===== config.mk =====
export PLATFORM = sky130hd
export DESIGN_NAME = add_arbiter
export DESIGN_NICKNAME = d
export VERILOG_FILES = /design/src/rtl/add_arbiter_pkg.sv /design/src/rtl/add_arbiter_rr.sv /design/src/rtl/add_arbiter.sv
export SDC_FILE = /design/constraint.sdc
export NUM_CORES = 1
export LEC_CHECK = 0
export ABC_AREA = 1
export CAP_MARGIN = 30
export CORE_UTILIZATION = 48
export DETAILED_ROUTE_END_ITERATION = 10
export GPL_ROUTABILITY_DRIVEN = 0
export PLACE_DENSITY_LB_ADDON = 0.05
export SYNTH_ARGS = -nofsm -noshare
export SYNTH_HDL_FRONTEND = slang
export SYNTH_SLANG_ARGS = --single-unit
export TNS_END_PERCENT = 100

===== constraint.sdc =====
create_clock -name clk -period 5.1 [get_ports clk]
set_clock_uncertainty 0.1 [all_clocks]
set_input_delay 1.02 -clock clk [delete_from_list [all_inputs] [get_ports clk]]
set_output_delay 1.02 -clock clk [all_outputs]
set_load 0.05 [all_outputs]

===== src/rtl/add_arbiter_pkg.sv =====
// Shared types and helpers for the round-robin adder-sharing arbiter.
// Struct widths follow the package configuration constants below.
package add_arbiter_pkg;

    function automatic int unsigned calc_id_w(input int unsigned n);
        int unsigned w;
        if (n < 32'd2) begin
            w = 32'd1;
        end else begin
            w = $clog2(n);
        end
        return w;
    endfunction

    localparam int unsigned N_REQ_C = 32'd4;
    localparam int unsigned WIDTH_C = 32'd8;
    localparam int unsigned ID_W_C  = calc_id_w(N_REQ_C);

    typedef struct packed {
        logic [ID_W_C-1:0]  id;
        logic [WIDTH_C-1:0] data;
    } rsp_t;

    typedef struct packed {
        logic              vld;
        logic [ID_W_C-1:0] id;
    } tag_t;

endpackage


===== src/rtl/add_arbiter_rr.sv =====
// Round-robin priority picker: first set request at or after ptr_i, wrapping.
module rr_arbiter #(
    parameter int unsigned N_REQ_p = 32'd4,
    parameter int unsigned ID_W_p  = 32'd2
) (
    input  logic [N_REQ_p-1:0] req_i,
    input  logic               en_i,
    input  logic [ID_W_p-1:0]  ptr_i,
    output logic [N_REQ_p-1:0] gnt_o,
    output logic [ID_W_p-1:0]  gnt_idx_o,
    output logic               any_o
);

    logic              lo_hit_s;
    logic              hi_hit_s;
    logic [ID_W_p-1:0] lo_idx_s;
    logic [ID_W_p-1:0] hi_idx_s;

    // hi_* keeps the lowest request at or above ptr, lo_* the lowest overall (wrap case)
    always_comb begin
        lo_hit_s = 1'b0;
        hi_hit_s = 1'b0;
        lo_idx_s = '0;
        hi_idx_s = '0;
        for (int i = 0; i < int'(N_REQ_p); i++) begin
            lo_idx_s = (!lo_hit_s && req_i[i]) ? ID_W_p'(i) : lo_idx_s;
            lo_hit_s = lo_hit_s | req_i[i];
            hi_idx_s = (!hi_hit_s && req_i[i] && (ID_W_p'(i) >= ptr_i)) ? ID_W_p'(i) : hi_idx_s;
            hi_hit_s = hi_hit_s | (req_i[i] && (ID_W_p'(i) >= ptr_i));
        end
        gnt_idx_o = hi_hit_s ? hi_idx_s : lo_idx_s;
        any_o     = en_i & lo_hit_s;
        gnt_o     = any_o ? ({{(N_REQ_p-1){1'b0}}, 1'b1} << gnt_idx_o) : '0;
    end

endmodule


===== src/rtl/add_arbiter.sv =====
// Shares one fixed-latency adder among N requesters; results return tagged
// with the requester ID through a credit-protected show-ahead FIFO.
module add_arbiter
    import add_arbiter_pkg::*;
#(
    parameter int unsigned N_REQ_p = N_REQ_C,
    parameter int unsigned WIDTH_p = WIDTH_C,
    parameter int unsigned LAT_p   = 32'd1,
    parameter int unsigned DEPTH_p = 32'd4
) (
    input  logic                         clk,
    input  logic                         rst,
    input  logic [N_REQ_p-1:0]           req_valid,
    output logic [N_REQ_p-1:0]           req_ready,
    input  logic [N_REQ_p*WIDTH_p-1:0]   req_a,
    input  logic [N_REQ_p*WIDTH_p-1:0]   req_b,
    output logic                         add_en,
    output logic [WIDTH_p-1:0]           add_a,
    output logic [WIDTH_p-1:0]           add_b,
    input  logic [WIDTH_p-1:0]           add_out,
    input  logic                         add_valid,
    output logic                         rsp_valid,
    input  logic                         rsp_ready,
    output logic [calc_id_w(N_REQ_p)-1:0] rsp_id,
    output logic [WIDTH_p-1:0]           rsp_data,
    output logic                         busy,
    output logic                         err
);

    localparam int unsigned ID_W  = calc_id_w(N_REQ_p);
    localparam int unsigned PTR_W = calc_id_w(DEPTH_p);
    localparam int unsigned CNT_W = $clog2(DEPTH_p + 32'd1);
    localparam int unsigned INF_W = $clog2(LAT_p + 32'd1);

    logic [ID_W-1:0]    ptr_q, ptr_d;
    tag_t               tag_q [LAT_p];
    tag_t               tag_in_s;
    tag_t               tail_s;
    rsp_t               mem_q [DEPTH_p];
    rsp_t               head_s;
    logic [PTR_W-1:0]   wr_ptr_q, wr_ptr_d;
    logic [PTR_W-1:0]   rd_ptr_q, rd_ptr_d;
    logic [CNT_W-1:0]   cnt_q, cnt_d;
    logic               err_q, err_d;

    logic [INF_W-1:0]   inflight_s;
    logic               credit_ok_s;
    logic               issue_s;
    logic [N_REQ_p-1:0] gnt_s;
    logic [ID_W-1:0]    gnt_idx_s;
    logic               push_s;
    logic               pop_s;

    function automatic logic [PTR_W-1:0] ptr_inc(input logic [PTR_W-1:0] p);
        return (32'(p) == DEPTH_p - 32'd1) ? '0 : p + PTR_W'(1'b1);
    endfunction

    rr_arbiter #(
        .N_REQ_p (N_REQ_p),
        .ID_W_p  (ID_W)
    ) u_rr (
        .req_i     (req_valid),
        .en_i      (credit_ok_s & ~rst),
        .ptr_i     (ptr_q),
        .gnt_o     (gnt_s),
        .gnt_idx_o (gnt_idx_s),
        .any_o     (issue_s)
    );

    // Credits count both FIFO occupancy and results still inside the adder
    always_comb begin
        inflight_s = '0;
        for (int i = 0; i < int'(LAT_p); i++) begin
            inflight_s = inflight_s + INF_W'(tag_q[i].vld);
        end
        credit_ok_s = (32'(cnt_q) + 32'(inflight_s)) < DEPTH_p;
    end

    // AND-OR operand mux; gnt_s is all-zero when nothing issues
    always_comb begin
        add_a = '0;
        add_b = '0;
        for (int i = 0; i < int'(N_REQ_p); i++) begin
            add_a = add_a | (req_a[i*WIDTH_p +: WIDTH_p] & {WIDTH_p{gnt_s[i]}});
            add_b = add_b | (req_b[i*WIDTH_p +: WIDTH_p] & {WIDTH_p{gnt_s[i]}});
        end
    end

    always_comb begin
        tail_s   = tag_q[LAT_p-1];
        tag_in_s = '{vld: issue_s, id: gnt_idx_s};
        head_s   = mem_q[rd_ptr_q];
        push_s   = add_valid & tail_s.vld;
        pop_s    = rsp_valid & rsp_ready;
        ptr_d    = issue_s ? ((32'(gnt_idx_s) == N_REQ_p - 32'd1) ? '0 : gnt_idx_s + ID_W'(1'b1))
                           : ptr_q;
        wr_ptr_d = push_s ? ptr_inc(wr_ptr_q) : wr_ptr_q;
        rd_ptr_d = pop_s  ? ptr_inc(rd_ptr_q) : rd_ptr_q;
        cnt_d    = cnt_q + CNT_W'(push_s) - CNT_W'(pop_s);
        // A result without a tag, or a tag without a result, is a latency mismatch
        err_d    = err_q | (add_valid ^ tail_s.vld);
    end

    always_ff @(posedge clk) begin
        if (rst) begin
            ptr_q    <= '0;
            wr_ptr_q <= '0;
            rd_ptr_q <= '0;
            cnt_q    <= '0;
            err_q    <= 1'b0;
            for (int i = 0; i < int'(LAT_p); i++) begin
                tag_q[i] <= '0;
            end
        end else begin
            ptr_q    <= ptr_d;
            wr_ptr_q <= wr_ptr_d;
            rd_ptr_q <= rd_ptr_d;
            cnt_q    <= cnt_d;
            err_q    <= err_d;
            tag_q[0] <= tag_in_s;
            for (int i = 1; i < int'(LAT_p); i++) begin
                tag_q[i] <= tag_q[i-1];
            end
        end
    end

    // Storage needs no reset: the count gates visibility
    always_ff @(posedge clk) begin
        if (push_s) begin
            mem_q[wr_ptr_q] <= '{id: tail_s.id, data: add_out};
        end
    end

    assign req_ready = gnt_s;
    assign add_en    = issue_s;
    assign rsp_valid = (cnt_q != '0);
    assign rsp_id    = head_s.id;
    assign rsp_data  = head_s.data;
    assign busy      = (inflight_s != '0) | rsp_valid;
    assign err       = err_q;

endmodule


# Yosys cells after proc, flatten, opt, wreduce, memory -nomap -nowiden
# Memory sizes are Yosys's and may differ from the RTL's. A register that Yosys moved wholly into a read port is not among the register bits.
# Index checks and enable logic that the tools add are counted.
op_classes:
  reduce_logical: 21
  shifts: 1
  mux: 20
  eq_ne: 3
  magnitude_cmp: 5
  add_sub_neg: 6
  bitwise: 28
op_table:
  columns: ["op", "count"]
  rows:
  - ["$and 8x8->8", 8]
  - ["$or 8x8->8", 6]
  - ["$mux 2", 10]
  - ["$logic_and 1x1->1", 13]
  - ["$mux 1", 8]
  - ["$or 1x1->1", 8]
  - ["$add 2x1->2 const B", 3]
  - ["$eq 2x2->1 const B", 3]
  - ["$logic_not 1->1", 6]
  - ["$add 3x1->4", 1]
  - ["$and 1x1->1", 4]
  - ["$ge 1x2->1 const A", 2]
  - ["$ge 2x2->1 const A", 2]
  - ["$lt 4x3->1 const B", 1]
  - ["$mux 4", 1]
  - ["$shl 1x2->4 const A", 1]
  - ["$add 3x1->3", 1]
  - ["$mux 3", 1]
  - ["$reduce_bool 3->1", 1]
  - ["$reduce_or 3->1", 1]
  - ["$sub 3x1->3", 1]
  - ["$not 1->1", 1]
  - ["$xor 1x1->1", 1]
totals:
  in_bits: 80
  word_cells: 91
  reg_bits: 10
  ram_bits: 43
  mem_count: 2
memory_table:
  columns: ["memory", "words", "width", "rd", "rd_clocked_by_memory_dff", "write_ports", "line_no", "rtl"]
  rows:
  - ["mem_q", 4, 10, 1, 1, 1, "add_arbiter.sv:39", "rsp_t mem_q [DEPTH_p];"]
  - ["tag_q", 1, 3, 1, 0, 1, "add_arbiter.sv:36", "tag_t tag_q [LAT_p];"]

# Logic depth before layout (Yosys ltp)
# Gate-level depths: netlist (run 1).
depth:
  ltp_word: 15
  depth_mapped: 13
  ltp_nobuf: 11

# Hierarchy
# Synthesis (run 1) repeated with hierarchy kept, for this count alone.
unflattened:
  cells_unflattened: 305
  area_unflattened_um2: 2750.1
modules_own_cells:
  columns: ["mod", "cells_each", "seq_area_each_um2", "instances", "area_per_inst_um2"]
  rows:
  - ["add_arbiter", 274, 1501.4, 1, 2590.0]
  - ["rr_arbiter", 31, 0.0, 1, 160.2]

# Least setup slack after synthesis (run 1)
# No wires, ideal clock.
synth_path:
  kind: "input-to-output"
  startpoint: "input port req_valid[1]"
  endpoint: "output port req_ready[0]"
  t_arrival_ns: 2.972
  path_buffers: 2
  path_slack_ns: 1.008
  required_time_ns: 3.980
  stages: 10
  path_cell_list: "inv_1 nor2_1 a21oi_1 nand2_1 o21bai_1 ha_1 clkbuf_1 clkbuf_1 inv_1 nor2_1"
synth_via:
  elab_chain_len: 10
  word_cells_on_any_way: 30
  cone_classes: "1 x shift; 8 x mux; 7 x bitwise; 14 x reduce/logical"
synth_rtl:
  columns: ["element", "line_no", "rtl"]
  rows:
  - ["from (decl)", "add_arbiter.sv:13", "input logic [N_REQ_p-1:0] req_valid,"]
  - ["$logic_and 1x1->1", "add_arbiter_rr.sv:29", "hi_hit_s = hi_hit_s | (req_i[i] && (ID_W_p'(i) >= ptr_i));"]
  - ["$or 1x1->1", "add_arbiter_rr.sv:29", null]
  - ["$logic_not 1->1 / $or 1x1->1 (equally long branches)", "add_arbiter_rr.sv:28, add_arbiter_rr.sv:29", null]
  - ["$logic_and 1x1->1 / $logic_not 1->1 (equally long branches)", "add_arbiter_rr.sv:28", "hi_idx_s = (!hi_hit_s && req_i[i] && (ID_W_p'(i) >= ptr_i)) ? ID_W_p'(i) : hi_idx_s;"]
  - ["$logic_and 1x1->1", "add_arbiter_rr.sv:28", null]
  - ["$mux 2 / $logic_and 1x1->1 (equally long branches)", "add_arbiter_rr.sv:28", null]
  - ["$mux 2", "add_arbiter_rr.sv:28", null]
  - ["$mux 2", "add_arbiter_rr.sv:31", "gnt_idx_o = hi_hit_s ? hi_idx_s : lo_idx_s;"]
  - ["$shl 1x2->4", "add_arbiter_rr.sv:33", "gnt_o = any_o ? ({{(N_REQ_p-1){1'b0}}, 1'b1} << gnt_idx_o) : '0;"]
  - ["$mux 4 *", "add_arbiter_rr.sv:33", null]
  - ["to (decl)", "add_arbiter.sv:14", "output logic [N_REQ_p-1:0] req_ready,"]
# Mark *: on every way between the ends. The rest lies on a longest branch, timed or not.

# Worst setup path in the final report (run 1)
layout_path:
  startpoint: "input port req_valid[1]"
  endpoint: "output port add_b[5]"
layout_via:
  elab_chain_len: 14
  word_cells_on_any_way: 37
  cone_classes: "1 x shift; 8 x mux; 14 x bitwise; 14 x reduce/logical"
layout_rtl:
  columns: ["element", "line_no", "rtl"]
  rows:
  - ["$logic_and 1x1->1", "add_arbiter_rr.sv:29", null]
  - ["$or 1x1->1", "add_arbiter_rr.sv:29", null]
  - ["$logic_not 1->1 / $or 1x1->1 (equally long branches)", "add_arbiter_rr.sv:28, add_arbiter_rr.sv:29", null]
  - ["$logic_and 1x1->1 / $logic_not 1->1 (equally long branches)", "add_arbiter_rr.sv:28", null]
  - ["$logic_and 1x1->1", "add_arbiter_rr.sv:28", null]
  - ["$mux 2 / $logic_and 1x1->1 (equally long branches)", "add_arbiter_rr.sv:28", null]
  - ["$mux 2", "add_arbiter_rr.sv:28", null]
  - ["$mux 2", "add_arbiter_rr.sv:31", null]
  - ["$shl 1x2->4", "add_arbiter_rr.sv:33", null]
  - ["$mux 4 *", "add_arbiter_rr.sv:33", null]
  - ["$and 8x8->8", "add_arbiter.sv:85", "add_b = add_b | (req_b[i*WIDTH_p +: WIDTH_p] & {WIDTH_p{gnt_s[i]}});"]
  - ["$or 8x8->8 (2 in series)", "add_arbiter.sv:85", null]
  - ["$or 8x8->8 *", "add_arbiter.sv:85", null]
  - ["to (decl)", "add_arbiter.sv:19", "output logic [WIDTH_p-1:0] add_b,"]
# Marked as above.

==> results.sh, run 1 <==
export IMPL_clk_pin_slew_ps=100
export IMPL_grt_total_usage_pct=21.5
export IMPL_place_ws_ps=650
export IMPL_worst_slack_ps=630
export IMPL_final_nets=562
export IMPL_yosysTopAreaCell="edfxtp_1"
export IMPL_ir_drop_uv=300
export IMPL_maxSlewHeadroom_pct=53.0
export IMPL_cts_sinks=55
export IMPL_drv_cap=0
export IMPL_drc=0
export IMPL_synthAdderAreaFrac_pct=6.06
export IMPL_p_leak_nw=1.84
export IMPL_multi_input_area_mm2=0.00120
export IMPL_grt_max_degree=70
export IMPL_synthSimpleGateAreaFrac_pct=25.6
export IMPL_ys_ff_latch=55
export IMPL_tightest_slew_ps=705
export IMPL_syn_cell_area_mm2=0.00301
export IMPL_boundaryPins=114
export IMPL_muxShareOfSynthArea_pct=0
export IMPL_rsz0062_at_grt="no"
export IMPL_overflow=0
export IMPL_worstSetupStartpointType="input port"
export IMPL_grt_pass1_wl_mm=10.9
export IMPL_post_cts_resize_count=0
export IMPL_grt_pass1_vias=2546
export IMPL_drt_iter0_markers=122
export IMPL_crit_arrival_ps=3350
export IMPL_ys_top_cells_by_count="nand3_1 (66), nand2_1 (63), inv_1 (55)"
export IMPL_hp_class="flip-flop to flip-flop"
export IMPL_end_kind="primary output"
export IMPL_hold_viol_final=0
export IMPL_postCtsSetupRepairBufs=0
export IMPL_ant_nets=0
export IMPL_status="finished, final reports clean"
export IMPL_synth_avg_cell_area_um2=8.19
export IMPL_tritoncts="built"
export IMPL_rows=28
export IMPL_core_region_area_mm2=0.00599
export IMPL_p_per_area_mw_per_mm2=423
export IMPL_crit_reg2reg_capture="cnt_q[2]$_SDFF_PP0_"
export IMPL_whs_ps=380
export IMPL_path_max_fanout=17
export IMPL_max_freq_ghz=0.224
export IMPL_layout_min_cycle_time_ps=4470
export IMPL_synthTopCellsByArea="edfxtp_1 (40%), nand3_1 (11%), dfxtp_1 (10%)"
export IMPL_dp_hpwl_mm=5.36
export IMPL_synthCells=368
export IMPL_viasPerCell=5.03
export IMPL_nFillCells=488
export IMPL_synth_xor_area_share_pct=0.291
export IMPL_synthFlopType="edfxtp_1"
export IMPL_antenna_found_initial=0
export IMPL_cts_made_buffers=5
export IMPL_reg2reg_slack_ps=2970
export IMPL_synth_warnings=0
export IMPL_start_util_pct=50.3
export IMPL_layout_drive_gt1_share_pct=7.46
export IMPL_setup_tns_ps=0
export IMPL_area_growth_pct=39.2
export IMPL_die_area_mm2=0.00660
export IMPL_die_x_um=81.2
export IMPL_antenna_cells=0
export IMPL_h_tree_depth=2
export IMPL_rr_worst_depth=9
export IMPL_drt_wl_total_mm=7.21
export IMPL_wl_per_cell_um=13.3
export IMPL_r2r_start="tag_q[0][2]$_SDFF_PP0_"
export IMPL_yosysTopAreaCellShare_pct=39.9
export IMPL_yosys_cell_count_top_type="nand3_1"
export IMPL_worstSetupStartpoint="req_valid[1]"
export IMPL_cp_required_ps=3980
export IMPL_cts_hold_fix_buffers=0
export IMPL_synth_cell_types=25
export IMPL_vias=2735
export IMPL_port_buffers=113
export IMPL_fin_crit_sh_pct=87.6
export IMPL_final_max_slew_violation_count=0
export IMPL_crit_end="add_b[5]"
export IMPL_synth_seq_area_share_pct=49.8
export IMPL_first_pass_iters=4
export IMPL_synth_edf_count=40
export IMPL_synth_compound_area_share_pct=7.80
export IMPL_syn_num_nets=462
export IMPL_crit_type="input port to primary output"
export IMPL_synthArstFlopShare_pct=0
export IMPL_clock_latency_ps=300
export IMPL_seq_area_mm2=0.00150
export IMPL_synth_top_family_by_area="simple AND/OR/NAND/NOR gates"
export IMPL_fin_cells=544
export IMPL_dpl_cell_count=536
export IMPL_cts_buffer_depth=2
export IMPL_cts_root_buf="clkbuf_8"
export IMPL_setup_viol=0
export IMPL_die_h_um=81.2
placed cells by master (no fill, tap or decap), drive strengths merged, types with 4 or more instances in the layout:
master	instances
a21oi	4
buf	22
clkbuf	5
clkdlybuf4s50	92
dfxtp	15
edfxtp	40
ha	13
inv	58
nand2	63
nand3	67
nor2	43
o21ai	27
o22ai	10
critical path: stages:
cell and delay [ps]:
clkdlybuf4s50_1 460, inv_1 70, nor2_1 40, a21oi_1 150
nand2_1 70, o21bai_1 300, ha_1 660, nand3_1 170
nand2_1 110, inv_1 40, nand2_1 70, buf_4 200
how the worst min path moves through the flow:
stage,start,endpoint,cells after the start
6_report,err$_SDFF_PP0_,err$_SDFF_PP0_,2
5_1_grt,err$_SDFF_PP0_,err$_SDFF_PP0_,2
4_1_cts,err$_SDFF_PP0_,err$_SDFF_PP0_,2
3_5_place_dp,err$_SDFF_PP0_,err$_SDFF_PP0_,2
3_3_place_gp,err$_SDFF_PP0_,err$_SDFF_PP0_,2
2_1_floorplan,tag_q[0][0]$_SDFF_PP0_,mem_q[0][8]$_DFFE_PP_,0
sequential cells by signal, indices dropped and copies added, names as in the netlist, named ones only:
name      count
ptr_q         2
cnt_q         3
tag_q         3
wr_ptr_q      2
mem_q        40
rd_ptr_q      2
err           1
report_power, final:
group          switching (W)  internal, W
logic               0.000627     0.000315
clock network       0.000153     0.000104
registers          0.0000489     0.000526
layer usage:
| layer | GRT usage (%) | vias to the layer above | share of wire (%) |
|---|---|---|---|
| met5 | 0 | - | 0 |
| met4 | 6.79 | 0 | 2.1 |
| met3 | 5.84 | 15 | 5.5 |
| met2 | 38.7 | 92 | 51 |
| met1 | 24.6 | 1228 | 41 |
| li1 | - | 1400 | - |
logic make-up (layout without fill, tap and decap cells):
family | after synthesis | after routing
flops | 55 | 55
simple gates | 177 | 177
fa+ha+maj | 14 | 14
xor+xnor | 1 | 1
buf+inv | 78 | 179
compound gates | 43 | 43
final cells by class:
cell class                      instances  share of cell area, %
Sequential cell                        55                   35.8
Inverter                               57                   5.10
Clock buffer                            5                   1.64
Timing Repair Buffer                  114                   25.9
Clock inverter                          3                  0.805
Tap cell                               75                   2.24
Multi-Input combinational cell        235                   28.5
metrics by stage:
step | total power (W) | cell area [um^2] | util (%)
floorplan | 0.00123 | 3010 | -
global placement | 0.00152 | 4090 | 68.3
detailed placement | 0.00153 | 4090 | 68.3
CTS | 0.00178 | 4200 | 70.0
global route | 0.00188 | 4200 | 70.0
finish | 0.00177 | 4200 | 70.0
Note: power is estimated with default switching activity, not from simulation.
==> run 2, diff against run 1 <==
--- a/config.mk
+++ b/config.mk
@@ -7,11 +7,13 @@
 export LEC_CHECK = 0
 export ABC_AREA = 1
 export CAP_MARGIN = 30
-export CORE_UTILIZATION = 48
+export CORE_UTILIZATION = 46
 export DETAILED_ROUTE_END_ITERATION = 10
 export GPL_ROUTABILITY_DRIVEN = 0
 export PLACE_DENSITY_LB_ADDON = 0.05
+export SKIP_CTS_REPAIR_TIMING = 1
 export SYNTH_ARGS = -nofsm -noshare
 export SYNTH_HDL_FRONTEND = slang
+export SYNTH_HIERARCHICAL = 1
 export SYNTH_SLANG_ARGS = --single-unit
 export TNS_END_PERCENT = 100
==> run 2 against run 1 <==
  * Critical path depth shrank 1
  * Setup slack gained 230 ps
  * Register-to-register slack gained 110 ps
  * Routed wire length shrank 4.2%
  * Non-clock buffer count grew 3
  * Critical path type unchanged
  * Clock power shrank 2%
  * Sequential power shrank 1%
  * Largest power group unchanged
==> results.sh, run 2 <==
export IMPL_status="finished, final reports clean"
export IMPL_crit_arrival_ps=3120
export IMPL_cp_slowest_cell="clkdlybuf4s50_1"
export IMPL_area_growth_pct=53.2
export IMPL_worstSetupStartpoint="rst"
export IMPL_top_regs="mem_q: 40 flops, cnt_q: 3 flops, tag_q: 3 flops"
export IMPL_cp_common_cell="nor2_1"
export IMPL_worstSetupStartpointType="input port"
export IMPL_max_freq_ghz=0.236
export IMPL_tritoncts="built"
export IMPL_synth_seq_area_share_pct=54.6
export IMPL_yosys_cell_count_top_type="nand2_1"
export IMPL_muxShareOfSynthArea_pct=0
export IMPL_cp_depth=11
export IMPL_seq_area_mm2=0.00150
export IMPL_rows=27
export IMPL_drc=0
export IMPL_crit_end="add_b[5]"
export IMPL_boundaryPins=114
export IMPL_final_cell_mix="clkdlybuf4s50_1 (93), nand2_1 (82), nor2_1 (46)"
export IMPL_final_common_cell="clkdlybuf4s50_1"
export IMPL_grt_pass1_wl_mm=11.0
export IMPL_cp_required_ps=3980
export IMPL_synth_compound_area_share_pct=8.19
export IMPL_overflow=0
export IMPL_first_pass_iters=4
export IMPL_synthCells=305
export IMPL_drv_cap=0
export IMPL_critPathBufInv=4
export IMPL_p_per_area_mw_per_mm2=429
export IMPL_grt_max_degree=22
export IMPL_setup_tns_ps=0
export IMPL_final_nets=505
export IMPL_start_util_pct=48.7
export IMPL_hp_class="flip-flop to flip-flop"
export IMPL_die_h_um=79.3
export IMPL_hold_viol_final=0
export IMPL_core_region_area_mm2=0.00564
export IMPL_synthArstFlopShare_pct=0
export IMPL_drt_iter0_markers=110
export IMPL_final_max_slew_violation_count=0
export IMPL_vias=2464
export IMPL_synthTopCellsByArea="edfxtp_1 (44%), nand2_1 (11%), dfxtp_1 (11%)"
export IMPL_r2r_start="tag_q[0][2]$_SDFF_PP0_"
export IMPL_fin_crit_sh_pct=83.2
export IMPL_port_buffers=113
export IMPL_synth_xor_area_share_pct=0.318
export IMPL_antenna_cells=0
export IMPL_yosysTopAreaCellShare_pct=43.7
export IMPL_viasPerCell=5.05
export IMPL_h_tree_depth=2
export IMPL_synth_warnings=6
export IMPL_intPower_w=0.00101
export IMPL_maxSlewHeadroom_pct=53.9
export IMPL_path_max_fanout=17
export IMPL_crit_reg2reg_capture="cnt_q[2]$_SDFF_PP0_"
export IMPL_antenna_found_initial=0
export IMPL_yosysTopAreaCell="edfxtp_1"
export IMPL_die_area_mm2=0.00629
export IMPL_ys_ff_latch=55
export IMPL_wl_per_cell_um=14.2
export IMPL_multi_input_area_mm2=0.00107
export IMPL_syn_cell_area_mm2=0.00275
export IMPL_pwr_share_comb_pct=54.7
export IMPL_synthFlopType="edfxtp_1"
export IMPL_layout_drive_gt1_share_pct=11.1
export IMPL_synth_edf_count=40
export IMPL_die_x_um=79.3
export IMPL_fin_util_pct=74.7
export IMPL_ir_drop_uv=319
export IMPL_drt_wl_total_mm=6.91
export IMPL_ys_top_cells_by_count="nand2_1 (82), nor2_1 (46), edfxtp_1 (40)"
export IMPL_cts_buffer_depth=2
export IMPL_synth_avg_cell_area_um2=9.02
export IMPL_grt_total_usage_pct=22.9
export IMPL_clock_latency_ps=300
export IMPL_ant_nets=0
export IMPL_synth_top_family_by_area="simple AND/OR/NAND/NOR gates"
export IMPL_cts_root_buf="clkbuf_8"
export IMPL_seq_power_share_pct=31.4
export IMPL_tightest_slew_ps=691
export IMPL_cts_made_buffers=5
export IMPL_crit_type="input port to primary output"
export IMPL_clkPwrFrac_pct=13.9
export IMPL_regMostFlops="mem_q"
export IMPL_rr_worst_depth=8
export IMPL_p_leak_nw=1.65
export IMPL_rsz0062_at_grt="no"
export IMPL_dp_hpwl_mm=5.27
export IMPL_nFillCells=394
export IMPL_max_stage_delay_ps=600
export IMPL_setup_viol=0
export IMPL_crit_family="buffers and inverters"
export IMPL_synthAdderAreaFrac_pct=4.82
export IMPL_grt_pass1_vias=2452
export IMPL_largest_reg_flops=40
export IMPL_cts_sinks=55
export IMPL_power_switching_w=0.000791
export IMPL_reg2reg_slack_ps=3080
export IMPL_end_kind="primary output"
export IMPL_p_sw_share_pct=43.8
export IMPL_path_cells="clkdlybuf4s50_1 > inv_1 > o21ai_0 > nor2_1 > a21boi_4 > nand3_1 > nor2_1 > buf_4 > nand2_1 > nand4_1 > buf_12"
export IMPL_clk_pin_slew_ps=110
export IMPL_syn_num_nets=395
export IMPL_synthSimpleGateAreaFrac_pct=25.8
export IMPL_layout_min_cycle_time_ps=4240
export IMPL_synth_cell_types=29
==> run 2: cell type report <==
class,count,share of cell area [%]
multi-input cells,214,25.5
flip-flops and latches,55,35.6
clock inverters,3,0.802
repair buffers,117,32.3
clock buffers,5,1.63
inverters,22,1.96
well taps,72,2.14
==> run 2: per-layer routing <==
metal / vias to the layer above / share of wire [%] / track usage [%]
li1: 1247 / - / -
met1: 1121 / 39 / 26.6
met2: 75 / 54 / 40.5
met3: 21 / 3.9 / 4.71
met4: 0 / 3.1 / 9.82
met5: - / 0 / 0
==> run 2: kinds of logic (layout without fill, tap and decap cells) <==
family | Yosys count | after routing
AND/OR/NAND/NOR | 164 | 164
flip-flops | 55 | 55
AO/OA/AOI/OAI | 39 | 39
buffers and inverters | 36 | 147
adder cells (fa/ha/maj) | 10 | 10
XOR/XNOR | 1 | 1
==> run 2: stage by stage <==
step | hold WS, ps | cells | setup WS [ps] | area [um^2] | power [W]
3_5_place_dp | 366 | 480 | 839 | 4110 | 0.00157
6_report | 384 | 488 | 858 | 4210 | 0.00181
3_3_place_gp | 355 | 480 | 897 | 4110 | 0.00156
2_1_floorplan | 338 | 305 | 354 | 2750 | 0.00118
4_1_cts | 386 | 488 | 811 | 4210 | 0.00182
5_1_grt | 424 | 488 | 553 | 4210 | 0.00190
==> run 2: power by group through the flow <==
stage / registers (W) / logic (W) / clock network (W)
4_1_cts: 0.000567 / 0.000994 / 0.000256
5_1_grt: 0.000576 / 0.00105 / 0.000278
6_report: 0.000567 / 0.000987 / 0.000251
3_3_place_gp: 0.000575 / 0.000983 / 0
2_1_floorplan: 0.000552 / 0.000627 / 0
3_5_place_dp: 0.000577 / 0.000991 / 0
==> run 2: worst min-delay path by stage <==
stage,start,end,slack (ps),cells past startpoint
floorplan,tag_q[0][0]$_SDFF_PP0_,mem_q[0][8]$_DFFE_PP_,340,0
global placement,tag_q[0][1]$_SDFF_PP0_,mem_q[0][9]$_DFFE_PP_,360,0
detailed placement,err$_SDFF_PP0_,err$_SDFF_PP0_,370,2
CTS,err$_SDFF_PP0_,err$_SDFF_PP0_,390,2
global route,tag_q[0][1]$_SDFF_PP0_,mem_q[0][9]$_DFFE_PP_,420,0
finish,err$_SDFF_PP0_,err$_SDFF_PP0_,380,2
==> run 2: worst register-to-register path: cells and delay by family, from the launching register on <==
kind,cells,cell delay (ps)
DFF,1,400
buffers and inverters,1,100
and+or+nand+nor,3,280
adders and majority gates,3,880
xor gates and xnor gates,1,150
